===== src/rtl/pipe_hazard_ctrl.sv =====
// Stall/flush sequencer for a 5-stage pipeline: load-use bubbles, EX redirects
// and data-memory waits, plus a stall-cycle counter and sticky memory-timeout flag.
module pipe_hazard_ctrl #(
  parameter int REG_AW     = 5,
  parameter int LU_BUBBLES = 1,
  parameter int MEM_TMO    = 255
) (
  input  logic              clk,
  input  logic              rst,
  input  logic [REG_AW-1:0] id_rs1,
  input  logic [REG_AW-1:0] id_rs2,
  input  logic              id_use_rs1,
  input  logic              id_use_rs2,
  input  logic [REG_AW-1:0] ex_rd,
  input  logic              ex_mem_read,
  input  logic              ex_redirect,
  input  logic              mem_access,
  input  logic              dmem_ready,
  output logic              pc_stall,
  output logic              ifid_stall,
  output logic              ifid_flush,
  output logic              idex_stall,
  output logic              idex_flush,
  output logic              exmem_stall,
  output logic              memwb_flush,
  output logic              mem_tmo_err,
  output logic [31:0]       stall_cnt,
  output logic [1:0]        dbgState    // 0 = RUN, 1 = LU_HOLD, 2 = MEM_WAIT
);

  localparam int TW = $clog2(MEM_TMO + 1);

  typedef enum logic [1:0] {
    RUN      = 2'd0,
    LU_HOLD  = 2'd1,
    MEM_WAIT = 2'd2
  } state_t;

  state_t        stateQ;
  logic [TW-1:0] tmoCnt;
  logic [TW-1:0] tmoInc;
  logic          lu;
  logic          mw;
  logic          doMem;
  logic          doRedir;
  logic          doLu;

  assign lu = ex_mem_read && (ex_rd != '0) &&
              ((id_use_rs1 && (id_rs1 == ex_rd)) || (id_use_rs2 && (id_rs2 == ex_rd)));
  assign mw = mem_access && !dmem_ready;
  assign tmoInc = tmoCnt + TW'(1);

  // One action per cycle; a pending memory wait always wins.
  always_comb begin
    doMem   = 1'b0;
    doRedir = 1'b0;
    doLu    = 1'b0;
    if (!rst) begin
      unique case (stateQ)
        RUN: begin
          doMem   = mw;
          doRedir = !mw && ex_redirect;
          doLu    = !mw && !ex_redirect && lu;
        end
        LU_HOLD: begin
          doMem = mw;
          doLu  = !mw;
        end
        MEM_WAIT: doMem = mw;
        default: ;
      endcase
    end
  end

  assign pc_stall    = doMem || doLu;
  assign ifid_stall  = doMem || doLu;
  assign ifid_flush  = doRedir;
  assign idex_stall  = doMem;
  assign idex_flush  = doRedir || doLu;
  assign exmem_stall = doMem;
  assign memwb_flush = doMem;
  assign dbgState    = stateQ;

  always_ff @(posedge clk or posedge rst) begin
    if (rst) begin
      stateQ      <= RUN;
      tmoCnt      <= '0;
      mem_tmo_err <= 1'b0;
      stall_cnt   <= '0;
    end else begin
      if (pc_stall && (stall_cnt != 32'hFFFF_FFFF))
        stall_cnt <= stall_cnt + 32'd1;
      unique case (stateQ)
        RUN: begin
          if (mw) begin
            stateQ <= MEM_WAIT;
            tmoCnt <= TW'(1);
          end else if (!ex_redirect && lu && (LU_BUBBLES == 2)) begin
            stateQ <= LU_HOLD;
          end
        end
        LU_HOLD: begin
          if (mw) begin
            stateQ <= MEM_WAIT;
            tmoCnt <= TW'(1);
          end else begin
            stateQ <= RUN;
          end
        end
        MEM_WAIT: begin
          if (!mw) begin
            stateQ <= RUN;
          end else begin
            tmoCnt <= tmoInc;
            // Give up on the access: the pipeline resumes with undefined MEM/WB data.
            if (tmoInc >= TW'(MEM_TMO)) begin
              mem_tmo_err <= 1'b1;
              stateQ      <= RUN;
            end
          end
        end
        default: stateQ <= RUN;
      endcase
    end
  end

endmodule


===== config.mk =====
export PLATFORM = sky130hd
export DESIGN_NAME = pipe_hazard_ctrl
export DESIGN_NICKNAME = d
export VERILOG_FILES = /design/src/rtl/pipe_hazard_ctrl.sv
export SDC_FILE = /design/constraint.sdc
export NUM_CORES = 1
export LEC_CHECK = 0
export CAP_MARGIN = 20
export CORE_ASPECT_RATIO = 0.8
export CORE_MARGIN = 4
export CORE_UTILIZATION = 47
export CTS_CLUSTER_SIZE = 28
export DETAILED_ROUTE_END_ITERATION = 16
export MAX_ROUTING_LAYER = met4
export PLACE_DENSITY_LB_ADDON = 0.08
export SLEW_MARGIN = 20
export SYNTH_ARGS = -nofsm -noshare
export SYNTH_HDL_FRONTEND = slang
export SYNTH_SLANG_ARGS = --single-unit

===== constraint.sdc =====
create_clock -name clk -period 2.7 [get_ports clk]
set_input_delay 0.27 -clock clk [delete_from_list [all_inputs] [get_ports clk]]
set_output_delay 0.27 -clock clk [all_outputs]
set_load 0.1 [all_outputs]

**Word-level counts from Yosys, hierarchy flattened**

Cells that the tools add are included.

- Add/subtract/negate cells: 2
- Magnitude comparators: 1
- Equal/unequal tests: 9
- Mux-type cells: 14
- Reductions and logical operators: 23

Operators by type and width:

| kind | number |
|---|---|
| $add 32x1->32 const B | 1 |
| $ne 32x32->1 const B | 1 |
| $mux 8 | 2 |
| $pmux 8 s2 | 1 |
| $eq 5x5->1 | 2 |
| $logic_and 1x1->1 | 9 |
| $add 8x1->8 const B | 1 |
| $ge 8x8->1 const B | 1 |
| $mux 2 | 4 |
| $pmux 2 s3 | 1 |
| $reduce_and 3->1 | 2 |
| $mux 1 | 5 |
| $reduce_bool 5->1 | 1 |
| $ne 2x2->1 const B | 2 |
| $logic_not 1->1 | 3 |
| $logic_or 1x1->1 | 3 |
| $ne 3x3->1 const B | 1 |
| $reduce_or 3->1 | 1 |
| $eq 2x1->1 const B | 1 |
| $eq 2x2->1 const B | 1 |
| $logic_not 2->1 | 1 |
| $ne 2x1->1 const B | 1 |
| $pmux 1 s2 | 1 |
| $reduce_and 2->1 | 1 |
| 2 further kinds | 2 |

- Register bits after elaboration: 43
- Bits of input ports: 23
- Output and inout bits: 42

**Logic depth before layout (Yosys ltp)**

Gate-level depths: netlist of run 1.

- Depth after elaboration: 9
- Gate-level depth with buffers: 9
- Gate-level depth less buffers: 7

**Worst setup path after synthesis of run 1**

OpenSTA, ideal clock, no wires.

- Kind: reg-to-output
- Start: reg stateQ[1], in the netlist dbgState[1]
- End: out idex_flush
- Data arrival time: 4772 ps
- Data required time: 2430 ps
- Slack: -2342 ps
- Cell stages (with the launch flop): 4
- Cells stage by stage: dfrtp_1 -> clkbuf_1 -> nor4_1 -> a21o_1

- Word-level cells in the longest chain between the ends: 4
- Elaborated cells between the ends (all ways): 7

Ends and longest elaborated chain:

| item | line | text |
|---|---|---|
| start: declaration | 39 | `state_t stateQ;` |
| start signal: assignment | 86 | `stateQ <= RUN;` |
| start signal: assignment | 96 | `stateQ <= MEM_WAIT;` |
| start signal: assignment | 99 | `stateQ <= LU_HOLD;` |
| $logic_not 2->1 | 59 | `unique case (stateQ)` |
| $mux 1 | 59 |  |
| $mux 1 | 58 | `if (!rst) begin` |
| named net ifid_flush | 21 | `output logic ifid_flush,` |
| $logic_or 1x1->1 | 79 | `assign idex_flush = doRedir \|\| doLu;` |
| end: declaration | 23 | `output logic idex_flush,` |

The timed path passes the listed nets, and every way through them passes these cells.

**Worst setup path after layout of run 1**

- Start: in mem_access
- End: out pc_stall

- Word-level cells in the longest chain between the ends: 7
- Elaborated cells between the ends (all ways): 9

Ends and longest elaborated chain:

| item | line | text |
|---|---|---|
| start: declaration | 17 | `input logic mem_access,` |
| $logic_and 1x1->1 * | 50 | `assign mw = mem_access && !dmem_ready;` |
| $logic_not 1->1 | n/a |  |
| $logic_and 1x1->1 (2 in a row) | 63 | `doLu = !mw && !ex_redirect && lu;` |
| $pmux 1 s2 | 59 |  |
| $mux 1 | 58 |  |
| $logic_or 1x1->1 * | 75 | `assign pc_stall = doMem \|\| doLu;` |
| end: declaration | 19 | `output logic pc_stall,` |

Every way passes the cells marked *; elsewhere a longest branch is shown, timed or not.

==> impl_metrics.py, run 1 <==
metrics = {
    "run_status": {
        "status": "completed",
    },
    "worst_hold_path": {
        "min_delay_path_depth": 1,
        "hold_path_end": "mem_tmo_err",
        "hold_class": "flop to flop",
        "hp-start": "mem_tmo_err",
    },
    "clock_network": {
        "cts_sinks": 42,
        "postCtsSetupBuffers": 0,
        "insertion_delay_ns": 0.30,
        "cts_tree": "built",
        "h-tree-depth": 2,
        "clk_pin_slew_ns": 0.08,
        "clockBufferDepth": 2,
        "cts_made_buffers": 5,
        "cts-root-buf": "clkbuf_8",
        "ctsResizeCount": 0,
        "hold_buffers": 0,
    },
    "synthesis": {
        "synthFlopType": "dfrtp_1",
        "synth_edf_count": 0,
        "ys_async_sr_fraction_pct": 100,
        "synth.cell_area_um2": 2310,
        "synth_seq_area_share_pct": 45.4,
        "synth.distinct_cells": 34,
        "synth.most_common_cell": "dfrtp_1",
        "avgSynthCellArea_um2": 9.44,
        "synth_nets": 271,
        "netlist_top_cells_count": "dfrtp_1, nand2_1, xor2_1, nor3_1, nor2_1",
        "ys_warn_count": 0,
        "synthTopCellsByArea": "dfrtp_1, xor2_1, xnor2_1",
        "synth_top_area_share_pct": 45.4,
        "synth.ff_latch_count": 42,
        "yosysTopAreaCell": "dfrtp_1",
        "syn_inst": 245,
    },
    "layout": {
        "final_util_pct": 66.6,
        "final_area_um2": 3120,
        "fin_cells": 369,
        "nets": 334,
        "diodes": 0,
        "syn2layout_area_growth_pct": 34.7,
        "drive_gt1_share_pct": 21.7,
    },
    "power_and_ir_drop": {
        "ir_drop_v": 0.000628,
        "power_density_nw_per_um2": 567,
        "p_leak_nw": 1.50,
    },
    "critical_path": {
        "required_ns": 2.43,
        "rr_worst_depth": 6,
        "cp_slowest_cell": "clkdlybuf4s50_1",
        "startpoint_type": "input pin",
        "path_cells": "clkdlybuf4s50_1 > nor2b_1 > nor3_1 > and4_1 > a21oi_1 > inv_1 > buf_12",
        "cp_slowest_stage_delay_ns": 0.47,
        "critPathKind": "input pin to output pin",
        "timing.rr.end": "stall_cnt[1]",
        "reg2reg_slack_ns": 0.35,
        "worst-path-max-fanout": 4,
        "r2r-start": "stall_cnt[0]",
        "arrival_ns": 2.11,
        "endpoint_kind": "output pin",
    },
    "placement": {
        "gp_congestion": 0.786,
        "io_buffers": 63,
        "hpwl_mm": 4.03,
        "place_inst": 361,
        "postPlaceCellArea_um2": 2970,
    },
    "sta": {
        "layout_min_cycle_time_ns": 2.38,
        "setup_viol": 0,
        "worst_pin_slew_ns": 0.517,
        "fin_tns_setup_ns": 0,
        "grt_setup_unrepaired": "no",
        "final-max-slew-violation-count": 0,
        "worst_clock_skew_ns": 0.00624,
        "hold_viol": 0,
        "max_slew_margin_pct": 65.5,
        "min_period_over_period_pct": 88.3,
        "max_clock_freq_mhz": 420,
    },
    "routing": {
        "ant_nets": 0,
        "post_drt_wl_per_cell_um": 14.3,
        "routed_wl_mm": 5.29,
        "drt_iter0_markers": 136,
        "dr.pass1.iters": 4,
        "drc": 0,
        "dr_total_vias": 1921,
        "route.detailed.vias_per_inst": 5.21,
    },
    "die": {
        "core_area_um2": 4680,
        "initial_core_util_pct": 49.4,
        "rows": 22,
        "die-height_um": 70.8,
        "dieArea_um2": 6120,
        "io-pin-count": 65,
        "die_x_um": 86.4,
    },
    "grt": {
        "grt_pass1_wl_mm": 9.09,
        "grt_max_degree": 43,
        "first_global_vias": 1935,
        "antenna_found_initial": 0,
        "grt_overflow": 0,
        "grtUsageTotal_pct": 18.9,
    },
    "run": {
        "cap_violations": 0,
    },
}
## worst max path at each step
stage                         end        from  depth (start not counted)
floorplan                pc_stall         rst                          6
detailed placement  stall_cnt[25]  mem_access                          8
finish                   pc_stall  mem_access                          7
global route             pc_stall  mem_access                          7
CTS                      pc_stall  mem_access                          7
global placement    stall_cnt[25]    ex_rd[4]                          7
## power by group
group	switching [W]	total [W]	internal [W]
Combinational	0.000297	0.000425	0.000128
Clock	0.000225	0.000619	0.000395
Sequential	0.0000545	0.000723	0.000669
## state kept, by name, indices dropped and copies added (netlist names)
register     cells
tmoCnt           8
dbgState         1
mem_tmo_err      1
stall_cnt       32
## stage by stage
stage | hold slack [ns] | setup slack [ns] | total power, W
6_report | 0.477 | 0.317 | 0.00177
5_1_grt | 0.499 | 0.139 | 0.00184
4_1_cts | 0.482 | 0.280 | 0.00178
3_5_place_dp | 0.462 | 0.227 | 0.00116
3_3_place_gp | 0.455 | 0.300 | 0.00115
2_1_floorplan | 0.265 | -0.380 | 0.00103
## metal layers
metal,wire length [um],track usage (%),vias up
met5,0,-,-
met1,2680,27.2,906
li1,-,-,964
met4,50,4.15,0
met2,2250,27.3,46
met3,309,4.07,5
## final cells by class
cell class / count / area, um^2
sequential: 42 / 1060
clock buffer: 6 / 82.6
multi-input combinational: 182 / 1160
timing repair buffer: 67 / 633
inverter: 10 / 41.3
tap: 60 / 75.1
clock inverter: 2 / 60.1
fill: 363 / 1560
## worst max-delay path, delay by kind of cell
family	cells	cell delay, ns
compound gates	1	0.29
simple gates	3	0.70
buf+inv	3	0.85
## cell usage in the layout, fill, tap and decap left out, types with 2 or more instances in the layout
cell and n:
clkbuf_8 6, xnor2_1 16, and4_1 5, dfrtp_2 7, o31ai_1 2, ha_1 3, nor3_1 18, a21oi_1 5
clkdlybuf4s50_1 22, nor2b_1 2, buf_12 6, nor2_1 17, bufinv_16 2, buf_4 39, inv_1 9, o21ai_0 8
and3_1 4, dfrtp_1 35, xor2_1 28, and2_1 3, nor4_1 4, nand2_1 30, nand3_1 14, nand4_1 10
## kinds of logic after synthesis
group	synth area share (%)
compound gates	5.25
simple gates	25.4
xor+xnor	16.7
fa+ha+maj	1.62
other cells	0.162
mux	0.487
buf+inv	4.98
flops	45.4
(Power assumes the default switching activity.)
==> run 2, diff against run 1 <==
CTS_CLUSTER_SIZE = 30   (was 28)
PLACE_DENSITY = 0.79   (was not set)
PLACE_DENSITY_LB_ADDON = not set   (was 0.08)
==> run 2 against run 1 <==
Against the previous run:
- final area shrank 1.3%
- core utilization shrank 0.86 points
- sequential share of layout area rose by 0.44 points
- fmax fell by 1.3%
- routed wire length is 1.8% lower
- first-iteration DRC count is 55% lower
- critical endpoint unchanged
- largest cell class unchanged
==> impl_metrics.py, run 2 (synthesis results as in run 1) <==
metrics = {
    "power_and_ir_drop": {
        "clkPwrFrac_pct": 27.2,
        "netSwitchingPower_w": 0.000575,
        "ir_drop_v": 0.000544,
        "swShare_pct": 36.5,
        "p_seq_share_pct": 46.0,
        "internal-power_w": 0.00100,
        "power_density_nw_per_um2": 513,
        "p_leak_nw": 1.48,
        "pwr-share-comb_pct": 26.8,
        "p_total_w": 0.00158,
    },
    "sta": {
        "grt_setup_unrepaired": "no",
        "worst_clock_skew_ns": 0.0138,
        "final-max-slew-violation-count": 0,
        "layout_min_cycle_time_ns": 2.41,
        "min_period_over_period_pct": 89.4,
        "max_clock_freq_mhz": 414,
        "setup_viol": 0,
        "hold_slack_ns": 0.473,
        "worst_pin_slew_ns": 0.522,
        "hold_viol": 0,
        "max_slew_margin_pct": 65.2,
    },
    "run_status": {
        "status": "completed",
    },
    "grt": {
        "grtUsageTotal_pct": 18.7,
        "grt_pass1_wl_mm": 8.92,
        "antenna_found_initial": 0,
        "grt_overflow": 0,
        "grt_max_degree": 43,
        "use_met2_pct": 27.7,
        "grt.busiest_layer": "met2",
        "first_global_vias": 1916,
        "grt_util_met1_pct": 25.9,
        "grtUsageMet3_pct": 3.61,
    },
    "layout": {
        "most-common-layout-cells": "buf_4, dfrtp_1, nand2_1, xor2_1, clkdlybuf4s50_1",
        "drive_gt1_share_pct": 21.9,
        "nets": 335,
        "register_area_um2": 1060,
        "largestRegisters": "stall_cnt (32), tmoCnt (8)",
        "fillerInstances": 399,
        "layout_commonest_cell": "buf_4",
        "final_area_um2": 3080,
        "diodes": 0,
        "syn2layout_area_growth_pct": 32.9,
        "fin_cells": 370,
        "largest_register": "stall_cnt",
        "largest_reg_flops": 32,
        "multi_input_area_um2": 1160,
    },
    "clock_network": {
        "hold_buffers": 0,
        "insertion_delay_ns": 0.30,
        "clk_pin_slew_ns": 0.08,
        "cts-root-buf": "clkbuf_8",
        "h-tree-depth": 2,
        "postCtsSetupBuffers": 0,
        "ctsResizeCount": 0,
        "cts_tree": "built",
        "cts_made_buffers": 5,
        "cts_sinks": 42,
        "clockBufferDepth": 2,
    },
    "critical_path": {
        "path_buf_inv": 3,
        "startpoint_type": "input pin",
        "endpoint_kind": "output pin",
        "arrival_ns": 2.14,
        "required_ns": 2.43,
        "cp_slowest_cell": "clkdlybuf4s50_1",
        "worst-path-max-fanout": 4,
        "cp_top_family": "buffers and inverters",
        "critPathKind": "input pin to output pin",
        "cp_slowest_stage_delay_ns": 0.47,
        "reg2reg_slack_ns": 0.53,
        "path_cells": "clkdlybuf4s50_1 > nor2b_1 > nor3_1 > and4_1 > a21oi_1 > inv_1 > buf_12",
    },
    "placement": {
        "gp_congestion": 0.830,
        "place_inst": 362,
        "postPlaceCellArea_um2": 2980,
        "io_buffers": 63,
        "hpwl_mm": 3.97,
    },
    "die": {
        "initial_core_util_pct": 49.4,
        "dieArea_um2": 6120,
        "core_area_um2": 4680,
        "die-height_um": 70.8,
        "rows": 22,
        "die_x_um": 86.4,
        "io-pin-count": 65,
    },
    "routing": {
        "post_drt_wl_per_cell_um": 14.0,
        "drc": 0,
        "dr_total_vias": 1956,
        "route.detailed.vias_per_inst": 5.29,
        "drt_iter0_markers": 61,
        "routed_wl_mm": 5.20,
        "ant_nets": 0,
        "dr.pass1.iters": 4,
    },
    "worst_hold_path": {
        "hold_class": "flop to flop",
    },
    "run": {
        "cap_violations": 0,
    },
}
[run 2: power groups by stage]
| stage | Sequential (W) | Combinational (W) | Clock (W) |
|---|---|---|---|
| 6_report | 0.000725 | 0.000422 | 0.000430 |
| 4_1_cts | 0.000725 | 0.000427 | 0.000436 |
| 2_1_floorplan | 0.000878 | 0.000156 | 0 |
| 3_3_place_gp | 0.000734 | 0.000421 | 0 |
| 5_1_grt | 0.000735 | 0.000450 | 0.000461 |
| 3_5_place_dp | 0.000737 | 0.000424 | 0 |
[run 2: metrics by stage]
step	setup TNS, ns	utilization (%)	worst slack (ns)
floorplan	-0.654	-	-0.380
global placement	0	63.7	0.271
finish	0	65.7	0.285
global route	0	65.7	0.213
CTS	0	65.7	0.310
detailed placement	0	63.7	0.249
[run 2: layout make-up]
type / instances / area share, %
well taps: 60 / 2.44
flip-flops and latches: 42 / 34.5
clock buffers: 6 / 2.69
repair buffers: 68 / 20.8
inverters: 10 / 1.34
clock inverters: 2 / 0.407
multi-input cells: 182 / 37.8
[run 2: path summary, 6_finish.rpt]
path | startpoint | endpoint | cells after the start
setup / recovery | mem_access | pc_stall | 7
hold / removal | mem_tmo_err | mem_tmo_err | 1
setup reg to reg | stall_cnt[10] | stall_cnt[1] | 5
hold reg to reg | mem_tmo_err | mem_tmo_err | 1
max in group asynchronous | rst | stall_cnt[9] | 3
min in group asynchronous | rst | tmoCnt[7] | 3
[run 2: per-layer routing]
metal | wire, um | vias to the layer above
li1 | - | 970
met1 | 2480 | 928
met2 | 2400 | 51
met3 | 242 | 7
met4 | 67 | 0
met5 | 0 | -
